File: src/rtl/memory_controller.sv
`timescale 1ns/1ps
`default_nettype none
// ============================================================================
// Module      : memory_controller
// Description : Owner of the 8-bit RAM/IO bus. Arbitrates between instruction
//               fetch and the load/store buffer, splits each request into
//               byte-serial accesses and assembles little-endian results.
// Revision    : 1.0 - initial release
// ============================================================================
module memory_controller #(
    parameter int         ADDR_WIDTH = 32,
    parameter logic [1:0] IO_ADDR_HI = 2'b11
) (
    input  logic                  clk_in,
    input  logic                  rst_in,
    input  logic                  rdy_in,
    input  logic                  clear_signal,
    input  logic                  io_buffer_full,
    input  logic [7:0]            ram_din,
    output logic [7:0]            ram_dout,
    output logic [ADDR_WIDTH-1:0] ram_addr,
    output logic                  ram_wr,
    input  logic                  if_signal,
    input  logic [ADDR_WIDTH-1:0] if_addr,
    output logic [31:0]           if_data,
    output logic                  if_done,
    input  logic                  lsb_signal,
    input  logic                  lsb_wr,
    input  logic                  lsb_signed,
    input  logic [1:0]            lsb_len,
    input  logic [ADDR_WIDTH-1:0] lsb_addr,
    input  logic [31:0]           lsb_din,
    output logic [31:0]           lsb_dout,
    output logic                  lsb_done
);

    typedef enum logic [1:0] {
        S_IDLE  = 2'd0,
        S_READ  = 2'd1,
        S_WRITE = 2'd2,
        S_DONE  = 2'd3
    } state_t;

    state_t      r_state;
    logic [2:0]  r_cnt;       // READ: edges since accept; WRITE: byte index on bus
    logic [2:0]  r_n;         // number of bytes in the transfer (1, 2 or 4)
    logic        r_is_lsb;    // current client is the load/store buffer
    logic        r_last_lsb;  // last grant went to the load/store buffer
    logic        r_signed;
    logic        r_io;        // store targets the memory-mapped IO window
    logic [31:0] r_wdata;
    logic [23:0] r_buf;       // bytes 0..2 captured so far
    logic        r_ram_wr;

    logic        w_if_req;
    logic        w_lsb_req;
    logic        w_pick_lsb;
    logic [2:0]  w_lsb_n;
    logic        w_io_new;
    logic        w_stall;
    logic        w_ext;
    logic [31:0] w_result;

    // A flush blocks new loads/fetches but a store may still be accepted
    assign w_if_req   = if_signal & ~clear_signal;
    assign w_lsb_req  = lsb_signal & (lsb_wr | ~clear_signal);
    assign w_pick_lsb = w_lsb_req & (~w_if_req | ~r_last_lsb);
    assign w_lsb_n    = (lsb_len == 2'b00) ? 3'd1 : (lsb_len == 2'b01) ? 3'd2 : 3'd4;
    assign w_io_new   = (lsb_addr[17:16] == IO_ADDR_HI);
    assign w_stall    = r_io & io_buffer_full;
    assign w_ext      = r_signed & ram_din[7];

    // The write strobe is suppressed while the pipeline is paused
    assign ram_wr = r_ram_wr & rdy_in;

    function automatic logic [7:0] f_byte(input logic [31:0] d, input logic [1:0] k);
        case (k)
            2'd0:    f_byte = d[7:0];
            2'd1:    f_byte = d[15:8];
            2'd2:    f_byte = d[23:16];
            default: f_byte = d[31:24];
        endcase
    endfunction

    // Final assembly: the last byte arrives on ram_din at the completing edge
    always_comb begin
        w_result = 32'h0;
        case (r_n)
            3'd1:    w_result = {{24{w_ext}}, ram_din};
            3'd2:    w_result = {{16{w_ext}}, ram_din, r_buf[7:0]};
            default: w_result = {ram_din, r_buf[23:0]};
        endcase
    end

    // Controller state machine with registered bus and client outputs
    always_ff @(posedge clk_in or negedge rst_in) begin
        if (!rst_in) begin
            r_state    <= S_IDLE;
            r_cnt      <= 3'd0;
            r_n        <= 3'd0;
            r_is_lsb   <= 1'b0;
            r_last_lsb <= 1'b0;
            r_signed   <= 1'b0;
            r_io       <= 1'b0;
            r_wdata    <= 32'h0;
            r_buf      <= 24'h0;
            r_ram_wr   <= 1'b0;
            ram_dout   <= 8'h0;
            ram_addr   <= '0;
            if_data    <= 32'h0;
            if_done    <= 1'b0;
            lsb_dout   <= 32'h0;
            lsb_done   <= 1'b0;
        end else if (rdy_in) begin
            case (r_state)
                S_IDLE: begin
                    if (w_if_req | w_lsb_req) begin
                        r_is_lsb   <= w_pick_lsb;
                        r_last_lsb <= w_pick_lsb;
                        r_cnt      <= 3'd0;
                        if (w_pick_lsb) begin
                            r_signed <= lsb_signed;
                            r_n      <= w_lsb_n;
                            r_wdata  <= lsb_din;
                            r_io     <= w_io_new;
                            ram_addr <= lsb_addr;
                            if (lsb_wr) begin
                                ram_dout <= lsb_din[7:0];
                                r_ram_wr <= ~(w_io_new & io_buffer_full);
                                r_state  <= S_WRITE;
                            end else begin
                                r_state  <= S_READ;
                            end
                        end else begin
                            r_signed <= 1'b0;
                            r_n      <= 3'd4;
                            r_io     <= 1'b0;
                            ram_addr <= if_addr;
                            r_state  <= S_READ;
                        end
                    end
                end
                S_READ: begin
                    if (clear_signal) begin
                        r_state  <= S_IDLE;
                        if_done  <= 1'b0;
                        lsb_done <= 1'b0;
                    end else begin
                        if (r_cnt < r_n - 3'd1)
                            ram_addr <= ram_addr + ADDR_WIDTH'(1);
                        case (r_cnt)
                            3'd1:    r_buf[7:0]   <= ram_din;
                            3'd2:    r_buf[15:8]  <= ram_din;
                            3'd3:    r_buf[23:16] <= ram_din;
                            default: ;
                        endcase
                        if (r_cnt == r_n) begin
                            if (r_is_lsb) begin
                                lsb_dout <= w_result;
                                lsb_done <= 1'b1;
                            end else begin
                                if_data  <= w_result;
                                if_done  <= 1'b1;
                            end
                            r_state <= S_DONE;
                        end
                        r_cnt <= r_cnt + 3'd1;
                    end
                end
                S_WRITE: begin
                    // A byte counts as written only after a cycle with the strobe high
                    if (r_ram_wr) begin
                        if (r_cnt == r_n - 3'd1) begin
                            r_ram_wr <= 1'b0;
                            lsb_done <= 1'b1;
                            r_state  <= S_DONE;
                        end else begin
                            r_cnt    <= r_cnt + 3'd1;
                            ram_addr <= ram_addr + ADDR_WIDTH'(1);
                            ram_dout <= f_byte(r_wdata, r_cnt[1:0] + 2'd1);
                            r_ram_wr <= ~w_stall;
                        end
                    end else begin
                        r_ram_wr <= ~w_stall;
                    end
                end
                default: begin
                    // Requests are still held on this edge, so none are taken here
                    if_done  <= 1'b0;
                    lsb_done <= 1'b0;
                    r_state  <= S_IDLE;
                end
            endcase
        end
    end

endmodule
`default_nettype wire

File: config.mk
export PLATFORM = sky130hd
export DESIGN_NAME = memory_controller
export DESIGN_NICKNAME = d
export VERILOG_FILES = /design/src/rtl/memory_controller.sv
export SDC_FILE = /design/constraint.sdc
export NUM_CORES = 1
export LEC_CHECK = 0
export BUFFER_PORTS_ARGS = -buffer_cell sky130_fd_sc_hd__buf_4
export CAP_MARGIN = 10
export CORE_MARGIN = 4
export CORE_UTILIZATION = 40
export CTS_BUF_LIST = sky130_fd_sc_hd__clkbuf_4
export DETAILED_ROUTE_END_ITERATION = 8
export GPL_TIMING_DRIVEN = 0
export PLACE_DENSITY = 0.64
export SKIP_LAST_GASP = 1
export SLEW_MARGIN = 20
export SYNTH_ARGS = -nofsm -noshare
export SYNTH_HDL_FRONTEND = slang
export SYNTH_SLANG_ARGS = --single-unit
export TNS_END_PERCENT = 100
File: constraint.sdc
create_clock -name clk_in -period 3.1 [get_ports clk_in]
set_input_delay 0.62 -clock clk_in [delete_from_list [all_inputs] [get_ports clk_in]]
set_output_delay 0.62 -clock clk_in [all_outputs]
set_load 0.02 [all_outputs]
Yosys cells after proc, flatten, opt, wreduce, memory -nomap -nowiden
Index checks and enable logic that the tools add are counted.
{"block": "word_totals", "regBits": 174, "in_bits": 115, "output_inout_bits": 107, "wordCells": 132}
{"block": "classes", "addsub": 4, "n_lt_le_gt_ge": 1, "n_eq_ne": 24, "mux": 49, "bitwise": 17, "n_reduce_logical": 20}
{"operator": "$mux 32", "count": 6}
{"operator": "$pmux 32 s3", "count": 1}
{"operator": "$pmux 32 s2", "count": 1}
{"operator": "$mux 8", "count": 5}
{"operator": "$add 32x1->32 const B", "count": 1}
{"operator": "$pmux 8 s3", "count": 1}
{"operator": "$mux 3", "count": 7}
{"operator": "$reduce_and 4->1", "count": 5}
{"operator": "$reduce_and 5->1", "count": 4}
{"operator": "$ne 2x2->1 const B", "count": 8}
{"operator": "$pmux 8 s2", "count": 1}
{"operator": "$mux 1", "count": 15}
{"operator": "$mux 2", "count": 7}
{"operator": "$reduce_and 7->1", "count": 2}
{"operator": "$reduce_and 6->1", "count": 2}
{"operator": "$eq 3x2->1 const B", "count": 3}
{"operator": "$ne 3x3->1 const B", "count": 3}
{"operator": "$pmux 3 s3", "count": 1}
{"operator": "$and 1x1->1", "count": 7}
{"operator": "$not 1->1", "count": 7}
{"operator": "$eq 2x1->1 const B", "count": 3}
{"operator": "$eq 2x2->1 const B", "count": 3}
{"operator": "$eq 3x1->1 const B", "count": 2}
{"operator": "$eq 3x3->1", "count": 2}
{"operator": "other kinds (13)", "count": 18}

Longest topological paths before layout
Gate-level depths: netlist of the first run.
{"block": "logic_depth", "ltp_word": 8, "depth_mapped": 12, "ltp_nobuf": 10}

Worst setup path after synthesis of the first run
OpenSTA, ideal clock, no wires.
{"block": "synth_path", "kind": "register to register", "startpoint": "register r_n[1]", "endpoint": "register ram_addr[24]", "setup_ns": 0.137, "t_arrival_ns": 2.308, "required_ns": 2.963, "setup_slack_ns": 0.655, "path_stages_with_launch": 13, "path_buffers": 2, "synth_period_minus_slack_ns": 2.445, "path_cell_list": "dfrtp_1 inv_1 ha_1 xnor2_1 ha_1 nand4_1 and3_1 o311ai_1 or3_1 buf_2 buf_2 o22ai_1 a21oi_1"}
{"block": "synth_via", "elab_chain_len": 4, "elab_cells_between_ends": 6, "cone_classes": "add/sub: 1; order compare: 1; eq/ne: 3; reduce/logical: 1"}
{"element": "start: declaration", "line_no": "46", "rtl": "logic [2:0] r_n;"}
{"element": "start signal: assignment", "line_no": "123", "rtl": "r_n <= w_lsb_n;"}
{"element": "$sub 3x1->3 (*)", "line_no": "149, 173"}
{"element": "$lt 3x3->1 or $eq 3x3->1 (tied branches)", "line_no": "149, 173"}
{"element": "$ne 2x2->1 (no line)"}
{"element": "$reduce_and 7->1 (no line) (*)"}
{"element": "end signal: assignment", "line_no": "138", "rtl": "ram_addr <= if_addr;"}
{"element": "end signal: assignment", "line_no": "150", "rtl": "ram_addr <= ram_addr + ADDR_WIDTH'(1);"}
{"element": "end signal: assignment", "line_no": "179", "rtl": "ram_addr <= ram_addr + ADDR_WIDTH'(1);"}
{"element": "end: declaration", "line_no": "21", "rtl": "output logic [ADDR_WIDTH-1:0] ram_addr,"}
Mark *: on every way between the ends. The rest lies on a longest branch, timed or not.
A chain may end at the register's enable or synchronous reset.

Final worst setup path of the first run
{"block": "layout_path", "startpoint": "register r_n[1]", "endpoint": "register ram_addr[22]"}
The elaborated chain is that of the path after synthesis.

==> results of run 1 <==
==> what timing repair did <==
item,4_1_cts,5_1_grt
endpoints found under the setup margin,0,30
resized for setup,0,7
hold endpoints to repair,39,0
hold buffers,1,0
==> registers in the layout, indices dropped and copies added (netlist names), 2 cells and up <==
signal and count:
if_data 32, lsb_dout 32, r_wdata 32, ram_addr 32, r_buf 24, ram_dout 8
r_cnt 3, r_n 3, r_state 2
==> through the flow <==
| stage | cell area (sq um) | worst slack (ps) | hold WS (ps) |
|---|---|---|---|
| finish | 11000 | 221 | 274 |
| global route | 11000 | 44.9 | 196 |
| CTS | 11000 | 29.1 | 217 |
| detailed placement | 10700 | 65.5 | 473 |
| global placement | 10600 | 51.3 | 464 |
| floorplan | 8640 | 655 | 324 |
==> power by group through the flow <==
stage               combinational [mW]  clock (mW)  sequential [mW]
global placement                  4.45           0             3.96
CTS                               4.56        1.37             3.94
detailed placement                4.56           0             3.99
floorplan                         2.25           0             4.41
global route                      5.00        1.46             4.07
finish                            4.56        1.32             3.94
==> per-layer routing <==
metal,wire [um],part of all wire,GRT usage,up-vias
met2,12300,0.48,0.338,227
met5,0,0,0,-
met4,297,0.012,0.0538,0
li1,-,-,-,3720
met3,1360,0.053,0.0362,19
met1,11900,0.46,0.301,3783
==> layout make-up <==
cell class | instances | area share
timing repair buffer | 223 | 0.156
tap | 275 | 0.0312
clock buffer | 17 | 0.0116
antenna | 2 | 0.000454
clock inverter | 15 | 0.0150
sequential | 174 | 0.395
inverter | 16 | 0.00545
multi-input combinational | 653 | 0.363
buffer | 54 | 0.0218
==> logic make-up (layout without fill, tap and decap cells) <==
| logic type | after synthesis | count (layout) | share of synthesized area |
|---|---|---|---|
| other | 0 | 2 | 0 |
| and+or+nand+nor | 312 | 312 | 0.167 |
| DFF | 174 | 174 | 0.504 |
| AOI/OAI and AO/OA | 251 | 251 | 0.177 |
| muxes | 69 | 69 | 0.0882 |
| adders and majority gates | 18 | 18 | 0.0261 |
| xor gates and xnor gates | 3 | 3 | 0.00304 |
| buffers and inverters | 70 | 325 | 0.0345 |
==> path summary, 6_finish.rpt <==
path	start	to	slack [ps]	cells after the start
max	r_n[1]	ram_addr[22]	220	12
min	lsb_din[13]	r_wdata[13]	270	2
max reg2reg	r_n[1]	ram_addr[22]	220	12
min reg2reg	if_data[4]	if_data[4]	500	2
max in group asynchronous	rst_in	r_wdata[18]	1560	4
min in group asynchronous	rst_in	if_data[6]	500	2
==> placed cells by master, fill, tap and decap left out, drive strengths merged, types with 5 or more instances in the layout <==
| master | synthesis | final |
|---|---|---|
| ha | 18 | 18 |
| o221a | 6 | 6 |
| a221oi | 8 | 8 |
| nand2b | 5 | 5 |
| nor3 | 13 | 13 |
| mux2i | 12 | 12 |
| a31oi | 6 | 6 |
| nor2b | 7 | 7 |
| a31o | 9 | 9 |
| nand4 | 19 | 19 |
| dfrtp | 174 | 174 |
| a222oi | 8 | 8 |
| inv | 16 | 24 |
| clkinv | 0 | 5 |
| nor4 | 8 | 8 |
| nor2 | 135 | 135 |
| a21oi | 78 | 78 |
| o21ai | 83 | 83 |
| o22ai | 21 | 21 |
| nand3 | 17 | 17 |
| clkbuf | 40 | 57 |
| and3 | 10 | 10 |
| nand2 | 83 | 83 |
| buf | 14 | 236 |
| a22oi | 8 | 8 |
| mux2 | 57 | 57 |
==> flow_metrics.env, run 1 <==
export IMPL_outcome="finished clean"
export IMPL_synth_top_cell_area_share=0.504
export IMPL_synth_edf_count=0
export IMPL_drtPass1Iterations=6
export IMPL_required_ps=3530
export IMPL_cts_max_path_buffers=2
export IMPL_power_share_clock=0.135
export IMPL_vias_per_cell=5.42
export IMPL_async_flop_share=1.00
export IMPL_synth_area_leaders="dfrtp_1 50%, mux2_2 7.4%, nor2_1 5.9%"
export IMPL_p_sw_frac=0.435
export IMPL_crit_family="simple AND/OR/NAND/NOR gates"
export IMPL_synth_area_sq_mm=0.00864
export IMPL_die_area_sq_mm=0.0240
export IMPL_synth_nets=1030
export IMPL_nets=1272
export IMPL_crit_path_cell_trace="inv_1 -> ha_1 -> xnor2_1 -> ha_1 -> nand4_1 -> and3_1 -> o311ai_2 -> or3_1 -> buf_2 -> buf_2 -> o22ai_1 -> a21oi_1"
export IMPL_seqPwrFrac=0.401
export IMPL_clkTransAtPathRegs_ps=160
export IMPL_vdd_ir_drop_max_mv=0.326
export IMPL_clkLatencyLatePin_ps=570
export IMPL_cts_max_level=4
export IMPL_drc=0
export IMPL_hold_class="in2reg"
export IMPL_postSynthAreaPerCell_sq_um=9.63
export IMPL_initial_core_util=0.408
export IMPL_drt_wl_total_mm=25.8
export IMPL_p_total_mw=9.82
export IMPL_io_pins=222
export IMPL_synthCells=897
export IMPL_worst_slew_pin_slew_ps=888
export IMPL_critPathBufInv=3
export IMPL_wl_per_cell_um=18.1
export IMPL_cts_sinks=174
export IMPL_grt_first_pass_wirelength_mm=40.7
export IMPL_post_dp_hpwl_mm=19.1
export IMPL_core_sq_mm=0.0212
export IMPL_pwr_share_comb=0.464
export IMPL_grt_usage=0.211
export IMPL_max_freq_ghz=0.347
export IMPL_place_inst=1394
export IMPL_num_fill_cells=2053
export IMPL_cellInternalPower_mw=5.55
export IMPL_fin_tns_setup_ps=0
export IMPL_ys_top_cells_by_count="174 x dfrtp_1, 135 x nor2_1, 83 x nand2_1"
export IMPL_yosysUniqueCellTypes=55
export IMPL_yosysWarnings=0
export IMPL_hold_violations=0
export IMPL_yosys_register_bits=174
export IMPL_die_x_um=155
export IMPL_port_buffers=220
export IMPL_ctsRootBufferMaster="clkbuf_4"
export IMPL_syn_to_final_growth_pct=27.5
export IMPL_setup_violations_final=0
export IMPL_critPathCaptureType="register"
export IMPL_cts_setup_buffers=0
export IMPL_startpoint_type="register"
export IMPL_register_area_sq_mm=0.00435
export IMPL_slowest_stage="dfrtp_1"
export IMPL_drtIter0Drc=582
export IMPL_critPathKind="reg2reg"
export IMPL_synth_largest_area_cell="dfrtp_1"
export IMPL_finClkSkew_ps=30.3
export IMPL_finalCriticalPeriod_ps=2880
export IMPL_fin_crit_sh=0.929
export IMPL_maxSlewViolCount=0
export IMPL_antenna_found_initial=1
export IMPL_p_sw_mw=4.27
export IMPL_multiInputGateArea_sq_mm=0.00400
export IMPL_cp_max_fo=10
export IMPL_postLayoutCoreUtil=0.521
export IMPL_via_count=7749
export IMPL_synth_most_common_cell="dfrtp_1"
export IMPL_numCtsBuffers=17
export IMPL_first_global_vias=7553
export IMPL_row_count=53
export IMPL_crit_arrival_ps=3310
export IMPL_leakagePower_nw=5.14
export IMPL_rsz0062_at_grt="false"
export IMPL_postRouteAntennaNets=0
export IMPL_stdcell_count=1429
export IMPL_die_h_um=155
export IMPL_powerDensity_mw_per_mm2=892
export IMPL_grt_start_max_net_pins=75
export IMPL_overflow=0
export IMPL_layout_drive_gt1_share=0.304
export IMPL_slew_headroom=0.403
export IMPL_critPathMaxStageDelay_ps=460
export IMPL_synthFlopType="dfrtp_1"
export IMPL_ys_seq_area_frac=0.504
export IMPL_gp_congestion=0.863
export IMPL_drv_cap=0
export IMPL_cts_tree="done"
(Power assumes the default switching activity.)
==> run 2, diff against run 1 <==
--- a/config.mk
+++ b/config.mk
@@ -8,11 +8,11 @@
 export BUFFER_PORTS_ARGS = -buffer_cell sky130_fd_sc_hd__buf_4
 export CAP_MARGIN = 10
 export CORE_MARGIN = 4
-export CORE_UTILIZATION = 40
+export CORE_UTILIZATION = 55
 export CTS_BUF_LIST = sky130_fd_sc_hd__clkbuf_4
 export DETAILED_ROUTE_END_ITERATION = 8
 export GPL_TIMING_DRIVEN = 0
-export PLACE_DENSITY = 0.64
+export PLACE_DENSITY = 0.83
 export SKIP_LAST_GASP = 1
 export SLEW_MARGIN = 20
 export SYNTH_ARGS = -nofsm -noshare
==> run 2 against run 1 <==
Net effect: clock skew decreased by 7.7 ps; critical path depth shrank 1; global-route usage grew 6.0 points; critical endpoint is now ram_addr[18].
==> flow_metrics.env, run 2 (synthesized netlist as in run 1, its figures left out) <==
export IMPL_fin_crit_sh=0.951
export IMPL_layout_commonest_cell="buf_4"
export IMPL_p_sw_mw=4.22
export IMPL_rsz0062_at_grt="true"
export IMPL_via_count=7958
export IMPL_layout_drive_gt1_share=0.300
export IMPL_finClkSkew_ps=22.6
export IMPL_vias_per_cell=5.84
export IMPL_crit_arrival_ps=3400
export IMPL_critPathKind="reg2reg"
export IMPL_gp_congestion=0.920
export IMPL_first_global_vias=7629
export IMPL_power_share_clock=0.130
export IMPL_max_freq_ghz=0.339
export IMPL_clkLatencyLatePin_ps=580
export IMPL_setup_violations_final=0
export IMPL_maxSlewViolCount=0
export IMPL_drv_cap=0
export IMPL_cts_sinks=174
export IMPL_syn_to_final_growth_pct=25.8
export IMPL_die_area_sq_mm=0.0178
export IMPL_worst_slack_ps=151
export IMPL_initial_core_util=0.564
export IMPL_ctsRootBufferMaster="clkbuf_4"
export IMPL_rr_worst_depth=11
export IMPL_cts_tree="done"
export IMPL_port_buffers=220
export IMPL_startpoint_type="register"
export IMPL_drtIter0Drc=626
export IMPL_cts_max_path_buffers=2
export IMPL_overflow=0
export IMPL_postLayoutCoreUtil=0.710
export IMPL_drtPass1Iterations=5
export IMPL_postRouteAntennaNets=0
export IMPL_r2r_start="r_n[1]"
export IMPL_outcome="finished clean"
export IMPL_leakagePower_nw=5.10
export IMPL_cts_max_level=4
export IMPL_vdd_ir_drop_max_mv=0.472
export IMPL_powerDensity_mw_per_mm2=896
export IMPL_multiInputGateArea_sq_mm=0.00399
export IMPL_cellInternalPower_mw=5.53
export IMPL_critPathCaptureType="register"
export IMPL_drt_wl_total_mm=24.4
export IMPL_dp_slack_ps=71.4
export IMPL_grt_start_max_net_pins=91
export IMPL_die_x_um=133
export IMPL_clkTransAtPathRegs_ps=160
export IMPL_drc=0
export IMPL_r2r_slack_ps=150
export IMPL_row_count=45
export IMPL_seqPwrFrac=0.406
export IMPL_num_fill_cells=1266
export IMPL_grt_usage=0.272
export IMPL_cp_max_fo=10
export IMPL_crit_start="r_n[1]"
export IMPL_numCtsBuffers=17
export IMPL_grt_first_pass_wirelength_mm=39.0
export IMPL_nets=1270
export IMPL_r2r_end="ram_addr[18]"
export IMPL_pwr_share_comb=0.464
export IMPL_io_pins=222
export IMPL_hold_class="in2async"
export IMPL_hold_violations=0
export IMPL_core_sq_mm=0.0153
export IMPL_crit_path_end="ram_addr[18]"
export IMPL_worst_slew_pin_slew_ps=933
export IMPL_antenna_found_initial=1
export IMPL_cpMostUsedCell="ha_1"
export IMPL_slowest_stage="clkbuf_1"
export IMPL_register_area_sq_mm=0.00435
export IMPL_required_ps=3550
export IMPL_slew_headroom=0.372
export IMPL_finalCriticalPeriod_ps=2950
export IMPL_p_sw_frac=0.433
export IMPL_crit_path_cell_trace="inv_1 -> ha_1 -> xnor2_1 -> ha_1 -> nand4_1 -> and3_1 -> o311ai_1 -> nor2_2 -> clkbuf_1 -> o2bb2ai_1 -> a21oi_1"
export IMPL_critPathMaxStageDelay_ps=490
export IMPL_wl_per_cell_um=17.9
export IMPL_die_h_um=133
export IMPL_post_dp_hpwl_mm=18.2
export IMPL_final_cell_mix="219 x buf_4, 174 x dfrtp_1, 134 x nor2_1"
[run 2: layout make-up]
cell class	count	share of cell area
clock buffers	17	0.0117
flip-flops and latches	174	0.401
multi-input cells	653	0.367
plain buffers	54	0.0219
clock inverters	15	0.0135
inverters	16	0.00553
diodes	1	0.000230
well taps	211	0.0243
repair buffers	221	0.155
[run 2: worst max-delay path, delay by kind of cell, from the launching register on]
family,cells,cell delay (ps)
AND/OR/NAND/NOR,3,690
buffers and inverters,2,580
adder cells (fa/ha/maj),2,500
AO/OA/AOI/OAI,3,500
flip-flops,1,440
XOR/XNOR,1,130
[run 2: worst min path at each step]
stage,slack (ps),from,to
6_report,10,rst_in,ram_addr[24]
5_1_grt,40,rst_in,lsb_dout[17]
4_1_cts,8,rst_in,lsb_dout[17]
3_5_place_dp,470,if_data[10],if_data[10]
3_3_place_gp,460,if_data[17],if_data[17]
2_1_floorplan,320,rst_in,if_data[0]
[run 2: layer usage]
layer  wire [um]  GRT usage  vias up  part of all wire
li1            -          -     3719                 -
met1       10400      0.382     3874              0.43
met2       11700      0.428      320              0.48
met3        1700     0.0468       45             0.070
met4         604     0.0994        0             0.025
met5           0          0        -                 0
[run 2: power by group through the flow]
stage | Clock (mW) | Sequential [mW] | Combinational [mW]
final | 1.27 | 3.95 | 4.52
after global routing | 1.36 | 4.07 | 4.92
after CTS | 1.29 | 3.93 | 4.52
after detailed placement | 0 | 3.98 | 4.51
after global placement | 0 | 3.94 | 4.38
after floorplan | 0 | 4.41 | 2.25
[run 2: per-stage QoR]
| stage | cell area (sq um) | hold slack [ps] | TNS [ps] | std cells | power [mW] |
|---|---|---|---|---|---|
| floorplan | 8640 | 324 | 0 | 897 | 6.66 |
| global placement | 10600 | 463 | 0 | 1328 | 8.31 |
| detailed placement | 10600 | 474 | 0 | 1329 | 8.50 |
| CTS | 10900 | 7.99 | 0 | 1361 | 9.75 |
| global route | 10900 | 37.3 | -14.6 | 1362 | 10.4 |
| finish | 10900 | 10.4 | 0 | 1362 | 9.74 |
[run 2: what timing repair did]
action | CTS | global route
endpoints found under the setup margin | 0 | 30
setup buffers | 0 | 0
hold buffers | 0 | 0
resized for setup | 0 | 2
==> run 3, diff against run 2 <==
--- a/config.mk
+++ b/config.mk
@@ -8,11 +8,11 @@
 export BUFFER_PORTS_ARGS = -buffer_cell sky130_fd_sc_hd__buf_4
 export CAP_MARGIN = 10
 export CORE_MARGIN = 4
-export CORE_UTILIZATION = 55
+export CORE_UTILIZATION = 50
 export CTS_BUF_LIST = sky130_fd_sc_hd__clkbuf_4
 export DETAILED_ROUTE_END_ITERATION = 8
-export GPL_TIMING_DRIVEN = 0
-export PLACE_DENSITY = 0.83
+export GPL_TIMING_DRIVEN = 1
+export PLACE_DENSITY = 0.77
 export SKIP_LAST_GASP = 1
 export SLEW_MARGIN = 20
 export SYNTH_ARGS = -nofsm -noshare
==> run 3 against run 2 <==
Net effect: final cell count decreased by 1.8%; cell area fell by 0.18%; non-clock buffer count fell by 34; core utilization down 6.2 points; critical path type unchanged; global-route usage shrank 3.3 points; fmax up 9.2%; flip-flop and latch count unchanged; highest routed layer unchanged; power shrank 0.18%; largest cell class unchanged; combinational power down 2%.
==> flow_metrics.env, run 3 (synthesized netlist as in run 1, its figures left out) <==
export IMPL_cts_max_level=4
export IMPL_cts_max_path_buffers=2
export IMPL_port_buffers=221
export IMPL_outcome="finished clean"
export IMPL_fin_tns_setup_ps=0
export IMPL_critPathKind="reg2reg"
export IMPL_initial_core_util=0.515
export IMPL_hold_violations=0
export IMPL_final_cell_mix="236 x buf_4, 174 x dfrtp_1, 134 x nor2_1"
export IMPL_grt_start_max_net_pins=111
export IMPL_clkLatencyLatePin_ps=600
export IMPL_post_dp_hpwl_mm=16.6
export IMPL_ctsResizeCount=0
export IMPL_setup_violations_final=0
export IMPL_max_freq_ghz=0.370
export IMPL_vias_per_cell=5.62
export IMPL_row_count=47
export IMPL_fin_crit_sh=0.871
export IMPL_layout_drive_gt1_share=0.321
export IMPL_cts_setup_buffers=0
export IMPL_startpoint_type="register"
export IMPL_hold_class="in2reg"
export IMPL_layout_commonest_cell="buf_4"
export IMPL_num_fill_cells=1368
export IMPL_io_pins=222
export IMPL_drv_cap=0
export IMPL_vdd_ir_drop_max_mv=0.502
export IMPL_finClkSkew_ps=28.9
export IMPL_postRouteAntennaNets=0
export IMPL_cts_sinks=174
export IMPL_nets=1236
export IMPL_antenna_found_initial=1
export IMPL_numCtsBuffers=17
export IMPL_overflow=0
export IMPL_cts_tree="done"
export IMPL_postCtsHoldBufs=1
export IMPL_rsz0062_at_grt="false"
export IMPL_drtIter0Drc=562
export IMPL_ctsRootBufferMaster="clkbuf_4"
export IMPL_drtPass1Iterations=7
export IMPL_grt_usage=0.238
export IMPL_gp_congestion=0.867
export IMPL_die_x_um=139
export IMPL_crit_arrival_ps=3190
export IMPL_drt_wl_total_mm=23.1
export IMPL_core_sq_mm=0.0168
export IMPL_required_ps=3590
export IMPL_worst_slew_pin_slew_ps=883
export IMPL_syn_to_final_growth_pct=25.6
export IMPL_wl_per_cell_um=17.3
export IMPL_leakagePower_nw=5.12
export IMPL_via_count=7520
export IMPL_critPathCaptureType="register"
export IMPL_die_area_sq_mm=0.0194
export IMPL_finalCriticalPeriod_ps=2700
export IMPL_slew_headroom=0.406
export IMPL_p_total_mw=9.72
export IMPL_first_global_vias=7408
export IMPL_clkTransAtPathRegs_ps=160
export IMPL_drc=0
export IMPL_powerDensity_mw_per_mm2=896
export IMPL_maxSlewViolCount=0
export IMPL_grt_first_pass_wirelength_mm=38.0
export IMPL_die_h_um=139
export IMPL_cp_max_fo=29
-- run 3: cell type report --
| class | instances | area [sq um] | share of cell area |
|---|---|---|---|
| inverters | 16 | 60.1 | 0.00554 |
| repair buffers | 241 | 1850 | 0.171 |
| multi-input cells | 653 | 4010 | 0.369 |
| clock buffers | 17 | 128 | 0.0118 |
| flip-flops and latches | 174 | 4350 | 0.401 |
| clock inverters | 15 | 171 | 0.0158 |
| diodes | 1 | 2.50 | 0.000231 |
| well taps | 220 | 275 | 0.0254 |
-- run 3: final timing paths --
kind / startpoint / to / slack (ps) / cells past startpoint
setup / recovery: r_n[1] / ram_addr[6] / 400 / 10
hold / removal: lsb_din[25] / r_wdata[25] / 240 / 2
setup reg to reg: r_n[1] / ram_addr[6] / 400 / 10
hold reg to reg: ram_dout[2] / ram_dout[2] / 500 / 2
max in group asynchronous: rst_in / if_done / 1720 / 3
min in group asynchronous: rst_in / lsb_dout[5] / 460 / 2
-- run 3: worst max-delay path, cell delays in order (launching register included) --
cell and delay, ps:
dfrtp_1 440, inv_1 90, ha_1 190, xnor2_1 130, ha_1 310, nand4_1 100
and3_1 200, o311ai_2 210, or3_1 400, buf_4 250, o221a_2 280
-- run 3: per-layer routing --
layer  global-route usage  routed length (um)
met2                0.384               11000
met4               0.0711                 442
met1                0.324               10300
met5                    0                   0
met3               0.0563                1380
-- run 3: report_power, final --
part	internal (mW)	switching (mW)	total, mW	leakage (nW)
Clock	0.438	0.904	1.34	0.151
Combinational	1.98	2.43	4.41	2.70
Sequential	3.18	0.792	3.97	2.26
Total	5.59	4.13	9.72	5.12
-- run 3: metrics by stage --
step                      setup slack, ps  hold WS (ps)  cells  cell area, sq um  utilization
after floorplan                       655           324    897              8640            -
after global placement                518           462   1303             10500        0.629
after detailed placement              450           473   1303             10500        0.629
after CTS                             400           200   1336             10800        0.647
after global routing                  184           195   1337             10800        0.647
final                                 400           238   1337             10800        0.647
